`src/rtl/dcache_wt_mem.sv`:
```
// Direct-mapped, write-through, write-no-allocate MEM-stage data cache with word-wide refill.
// Optional hit/miss performance counters are enabled with `define DCACHE_PERF_EN.
module dcache_wt_mem #(
  parameter int SET_LOG  = 4,
  parameter int LINE_LOG = 2
) (
  input  logic        clk,
  input  logic        rst_n,
  input  logic [31:0] addr,
  input  logic [31:0] wr_data,
  input  logic [2:0]  load_type,
  input  logic [3:0]  cache_write_en,
  output logic [31:0] rd_data,
  output logic        miss,
  output logic        mem_rd_req,
  output logic [31:0] mem_rd_addr,
  input  logic        mem_rd_valid,
  input  logic [31:0] mem_rd_data,
  output logic        mem_wr_req,
  output logic [31:0] mem_wr_addr,
  output logic [31:0] mem_wr_data,
  output logic [3:0]  mem_wr_be,
  input  logic        mem_wr_ack
`ifdef DCACHE_PERF_EN
  ,
  output logic [31:0] hit_cnt,
  output logic [31:0] miss_cnt
`endif
);

  localparam int TAG_W = 30 - SET_LOG - LINE_LOG;
  localparam int LINES = 1 << SET_LOG;
  localparam int WORDS = 1 << LINE_LOG;

  typedef enum logic [1:0] {IDLE, REFILL, WRITE} state_e;

  state_e                state_q, state_d;
  logic [LINE_LOG-1:0]   beat_q, beat_d;
  logic [LINES-1:0]      valid_q, valid_d;
  logic                  store_done_q, store_done_d;
  logic [31:0]           done_addr_q;
  logic [3:0]            done_be_q;
  logic [TAG_W-1:0]      tag_q [LINES];
  logic [31:0]           data_q [LINES*WORDS];

  logic [LINE_LOG-1:0]   a_word;
  logic [SET_LOG-1:0]    a_idx;
  logic [TAG_W-1:0]      a_tag;
  logic                  is_store, is_load, hit, retired, miss_raw;
  logic                  arr_we, tag_we;
  logic [SET_LOG+LINE_LOG-1:0] arr_waddr;
  logic [31:0]           arr_wdata;
  logic [3:0]            arr_wbe;
  logic [31:0]           word_sel;
  logic [7:0]            byte_sel;
  logic [15:0]           half_sel;

  assign a_word   = addr[LINE_LOG+1:2];
  assign a_idx    = addr[SET_LOG+LINE_LOG+1:LINE_LOG+2];
  assign a_tag    = addr[31:SET_LOG+LINE_LOG+2];
  assign is_store = |cache_write_en;
  assign is_load  = !is_store && (load_type >= 3'd1) && (load_type <= 3'd5);
  assign hit      = valid_q[a_idx] && (tag_q[a_idx] == a_tag);
  // A store that was already acknowledged stays retired until addr or enables change.
  assign retired  = store_done_q && (addr == done_addr_q) && (cache_write_en == done_be_q);

  assign mem_rd_addr = {a_tag, a_idx, beat_q, 2'b00};
  assign mem_wr_addr = {addr[31:2], 2'b00};
  assign mem_wr_data = wr_data;
  assign mem_wr_be   = cache_write_en;
  assign miss        = miss_raw & rst_n;

  always_comb begin
    state_d      = state_q;
    beat_d       = beat_q;
    valid_d      = valid_q;
    store_done_d = store_done_q;
    miss_raw     = 1'b0;
    mem_rd_req   = 1'b0;
    mem_wr_req   = 1'b0;
    arr_we       = 1'b0;
    tag_we       = 1'b0;
    arr_waddr    = {a_idx, a_word};
    arr_wdata    = wr_data;
    arr_wbe      = cache_write_en;
    case (state_q)
      IDLE: begin
        store_done_d = retired;
        if (is_store) begin
          if (!retired) begin
            miss_raw = 1'b1;
            state_d  = WRITE;
            arr_we   = hit;
          end
        end else if (is_load && !hit) begin
          miss_raw = 1'b1;
          state_d  = REFILL;
          beat_d   = '0;
        end
      end
      REFILL: begin
        mem_rd_req = 1'b1;
        miss_raw   = 1'b1;
        if (mem_rd_valid) begin
          arr_we    = 1'b1;
          arr_waddr = {a_idx, beat_q};
          arr_wdata = mem_rd_data;
          arr_wbe   = 4'hF;
          beat_d    = beat_q + 1'b1;
          if (&beat_q) begin
            valid_d[a_idx] = 1'b1;
            tag_we         = 1'b1;
            state_d        = IDLE;
            beat_d         = '0;
          end
        end
      end
      WRITE: begin
        mem_wr_req = 1'b1;
        miss_raw   = 1'b1;
        if (mem_wr_ack) begin
          state_d      = IDLE;
          store_done_d = 1'b1;
        end
      end
      default: state_d = IDLE;
    endcase
  end

  always_ff @(posedge clk or negedge rst_n) begin
    if (!rst_n) begin
      state_q      <= IDLE;
      beat_q       <= '0;
      valid_q      <= '0;
      store_done_q <= 1'b0;
      done_addr_q  <= '0;
      done_be_q    <= '0;
    end else begin
      state_q      <= state_d;
      beat_q       <= beat_d;
      valid_q      <= valid_d;
      store_done_q <= store_done_d;
      if (state_q == WRITE && mem_wr_ack) begin
        done_addr_q <= addr;
        done_be_q   <= cache_write_en;
      end
    end
  end

  // Tag and data arrays carry no reset; valid_q alone decides whether they mean anything.
  always_ff @(posedge clk) begin
    if (arr_we) begin
      for (int b = 0; b < 4; b++) begin
        if (arr_wbe[b]) data_q[arr_waddr][8*b +: 8] <= arr_wdata[8*b +: 8];
      end
    end
    if (tag_we) tag_q[a_idx] <= a_tag;
  end

  assign word_sel = data_q[{a_idx, a_word}];
  assign half_sel = addr[1] ? word_sel[31:16] : word_sel[15:0];

  always_comb begin
    byte_sel = word_sel[7:0];
    case (addr[1:0])
      2'd1:    byte_sel = word_sel[15:8];
      2'd2:    byte_sel = word_sel[23:16];
      2'd3:    byte_sel = word_sel[31:24];
      default: byte_sel = word_sel[7:0];
    endcase
  end

  always_comb begin
    rd_data = '0;
    if (is_load) begin
      case (load_type)
        3'd1:    rd_data = {{24{byte_sel[7]}}, byte_sel};
        3'd2:    rd_data = {{16{half_sel[15]}}, half_sel};
        3'd3:    rd_data = word_sel;
        3'd4:    rd_data = {24'd0, byte_sel};
        3'd5:    rd_data = {16'd0, half_sel};
        default: rd_data = '0;
      endcase
    end
  end

`ifdef DCACHE_PERF_EN
  logic [31:0] hit_cnt_q, miss_cnt_q;
  logic        miss_prev_q;

  // A hit right after a miss cycle is the tail of a refill, not a first-presentation hit.
  always_ff @(posedge clk or negedge rst_n) begin
    if (!rst_n) begin
      hit_cnt_q   <= '0;
      miss_cnt_q  <= '0;
      miss_prev_q <= 1'b0;
    end else begin
      miss_prev_q <= miss_raw;
      if (state_q == IDLE && is_load && hit && !miss_prev_q) hit_cnt_q <= hit_cnt_q + 32'd1;
      if (state_q == IDLE && state_d == REFILL) miss_cnt_q <= miss_cnt_q + 32'd1;
    end
  end

  assign hit_cnt  = hit_cnt_q;
  assign miss_cnt = miss_cnt_q;
`endif

endmodule

```
`config.mk`:
```
export PLATFORM = sky130hd
export DESIGN_NAME = dcache_wt_mem
export DESIGN_NICKNAME = d
export VERILOG_FILES = /design/src/rtl/dcache_wt_mem.sv
export SDC_FILE = /design/constraint.sdc
export NUM_CORES = 2
export LEC_CHECK = 0
export CAP_MARGIN = 20
export CORE_ASPECT_RATIO = 1.75
export CORE_MARGIN = 3
export CORE_UTILIZATION = 45
export CTS_BUF_LIST = sky130_fd_sc_hd__clkbuf_4
export CTS_CLUSTER_DIAMETER = 40
export DETAILED_ROUTE_END_ITERATION = 10
export MAX_ROUTING_LAYER = met4
export PLACE_DENSITY = 0.73
export SLEW_MARGIN = 20
export SYNTH_ARGS = -nofsm -noshare
export SYNTH_HDL_FRONTEND = slang
export SYNTH_SLANG_ARGS = --single-unit
```
`constraint.sdc`:
```
create_clock -name clk -period 6.2 [get_ports clk]
set_input_delay 1.24 -clock clk [delete_from_list [all_inputs] [get_ports clk]]
set_output_delay 1.24 -clock clk [all_outputs]
set_load 0.005 [all_outputs]
```
==> out/qor.csv <==
stage,metric,value,unit
sta,clock_skew,0.148,ns
cts,clkSlewWorstSetupHoldPaths,0.08,ns
floorplan,core_area,223000,um^2
cts,clkLatencyLatePin,1.27,ns
sta,whs,0.270,ns
logic_synthesis,synth_ff_type,edfxtp_1,
pwr,p_per_area,289,nW/um^2
setup_path,timing.rr.end,data_q[46][8],
drt,ant_nets,0,
setup_path,path_max_fanout,20,
sta,layout_setup_ws,-0.0329,ns
cts,tritoncts,built,
sta,relSlewSlack,0.189,
logic_synthesis,seq_area_frac_synth,0.736,
sta,fin_tns_setup,-0.0329,ns
sta,period_minus_slack,6.23,ns
placement,dp_hpwl,191,mm
pwr,p_leak,39.0,nW
drt,wirelength,287,mm
setup_path,crit_chain,"buf_6, buf_12, inv_2, mux2_2, a22oi_1, o21ai_0, a221oi_4, buf_4, o221ai_1, o21bai_1, a211o_4, buf_8, o21ai_2, clkdlybuf4s50_1",
setup_path,worstSetupStartpointType,input pin,
cts,htree_levels,6,
floorplan,die_h,633,um
sta,finalHoldViolCount,0,
floorplan,io_pins,242,
sta,rsz0062_at_grt,yes,
global_route,overflow,0,
global_route,grtUsageTotal,0.255,
flow_run,drv_cap,0,
layout,drive_gt1_frac,0.407,
logic_synthesis,async_flop_share,0.0229,
drt,route.vias.total,56500,
cts,clock-sinks,2489,
setup_path,crit_slowest_cell,inv_2,
floorplan,num_rows,229,
setup_path,critPathMaxStageDelay,0.50,ns
logic_synthesis,synth_area,101000,um^2
logic_synthesis,avgSynthCellArea,20.7,um^2
sta,maxSlewViolCount,0,
floorplan,design.die.area,231000,um^2
setup_path,regToRegStartpoint,tag_q[12][11],
setup_path,reg2reg_slack,1.74,ns
drt,vias_per_cell,6.06,
drt,drtPass1Iterations,6,
cts,postCtsHoldBufs,0,
global_route,grt_max_degree,65,
floorplan,start_util,0.454,
pwr,internal_power,0.0262,W
layout,layout_common_cells,"2432 x edfxtp_1, 733 x clkbuf_4, 697 x buf_4",
cts,cts.path.max_buffers,4,
logic_synthesis,synth_cells,4898,
logic_synthesis,synth_cell_types,83,
pwr,p_sw_frac,0.236,
sta,worstMarginPinSlew,1.22,ns
setup_path,r2r_cells,12,
layout,finalNetCount,6147,
drt,wl_per_cell,30.7,um
setup_path,required,4.96,ns
setup_path,path_class,input pin to output port,
drt,remaining_drc_errors,0,
setup_path,crit_path_end_kind,output port,
logic_synthesis,yosys-top-cells-area,"edfxtp_1 72%, mux4_2 14%, nor3_2 2.3%",
pwr,share_seq_of_total_power,0.545,
sta,setup_viol_count_final,1,
global_route,antenna_found_initial,10,
layout,final_core_util,0.533,
cts,cts_inserted_buffers,543,
placement,gp_congestion,0.954,
layout,layout_commonest_cell,edfxtp_1,
layout,synthToLayoutAreaGrowth,17.4,%
pwr,ir_drop,166,uV
logic_synthesis,synth_seq_cells,2489,
global_route,grt_pass1_wl,408,mm
run_status,status,finished with violations,
hold_path,hold_class,input pin to asynchronous set/reset pin,
global_route,grt_pass1_vias,58100,
drt,drtIter0Drc,6945,
logic_synthesis,synth_edf_count,2432,
logic_synthesis,yosysWarnings,0,
pwr,power_frac_comb,0.083,
run_status,violations,negative setup slack,
floorplan,dieWidth,364,um
cts,root_buffer,clkbuf_4,
pwr,power_switching,0.00811,W
sta,period_share,1.01,
setup_path,crit_arrival,4.99,ns
sta,fmax,0.160,GHz
placement,port_buffers,237,
logic_synthesis,synth_top_area_frac,0.722,
logic_synthesis,netlist.top_cell.by_area,edfxtp_1,
placement,dpl_worst_slack,-0.575,ns
pwr,clkPwrFrac,0.372,
[worst max path at each step]
stage            start     endpoint  slack [ns]  cells past startpoint
6_report       addr[7]  rd_data[23]       -0.03                     14
5_1_grt        addr[7]  rd_data[28]       -0.09                     14
4_1_cts        addr[2]   rd_data[3]        0.01                     13
3_5_place_dp   addr[2]  rd_data[23]       -0.58                     15
3_3_place_gp   addr[2]  rd_data[23]       -0.64                     14
2_1_floorplan  addr[2]   rd_data[5]        0.97                     14
[cell type report]
type / instances / area, um^2
fillers: 17100 / 104000
flip-flops and latches: 2489 / 74500
multi-input cells: 1975 / 24400
repair buffers: 1002 / 9070
clock buffers: 733 / 5500
well taps: 2887 / 3610
clock inverters: 211 / 1530
inverters: 22 / 85.1
diodes: 8 / 20.0
[cell usage after synthesis (52+ instances only)]
cell and instances:
nor2_1 66, nand2_1 218, buf_4 135, xnor2_1 52
mux2i_1 165, clkbuf_1 119, mux4_2 620, buf_2 78
a22oi_1 87, dfrtp_1 57, buf_6 63, o21ai_0 66
nor3_2 233, edfxtp_1 2432
[per-stage QoR]
step / power, W / area (um^2) / std cells
6_report: 0.0344 / 119000 / 9327
5_1_grt: 0.0355 / 119000 / 9327
4_1_cts: 0.0345 / 118000 / 9308
3_5_place_dp: 0.0219 / 111000 / 8361
3_3_place_gp: 0.0218 / 111000 / 8360
2_1_floorplan: 0.0206 / 101000 / 4901
[power groups by stage]
stage / sequential [W] / clock (W) / combinational, W
floorplan: 0.0191 / 0 / 0.00150
global placement: 0.0191 / 0 / 0.00274
detailed placement: 0.0191 / 0 / 0.00279
CTS: 0.0187 / 0.0130 / 0.00283
global route: 0.0187 / 0.0138 / 0.00297
finish: 0.0187 / 0.0128 / 0.00286
[sequential cells by signal, indices dropped and copies added, names as in the netlist]
register and cells:
valid_q 16, done_addr_q 32, done_be_q 4, data_q 2048, beat_q 2, tag_q 384
state_q 2, store_done_q 1
[what timing repair did]
action                                  in CTS  in global routing
endpoints found under the setup margin      27                 26
pin swaps                                    1                  2
buffers inserted                             0                  5
cloned                                       3                  3
resized for setup                           19                 12
[logic make-up after synthesis]
kind of cell    after synthesis  synth area share
compound gates              388            0.0280
simple gates                684            0.0435
buf+inv                     437            0.0270
xor+xnor                     66           0.00571
other cells                   1         0.0000371
flops                      2489             0.736
mux                         826             0.159
fa+ha+maj                     7          0.000866
[worst max-delay path, delay by kind of cell]
family / cells / cell delay, ns
compound gates: 7 / 1.47
mux: 1 / 0.45
buf+inv: 6 / 1.79
[layer usage]
metal / vias up / global-route usage / share of wire
met5: - / - / 0
met4: 0 / 0.158 / 0.073
met3: 898 / 0.0499 / 0.093
met2: 3601 / 0.420 / 0.51
met1: 29100 / 0.286 / 0.32
li1: 22900 / - / -
(Power assumes the default switching activity.)
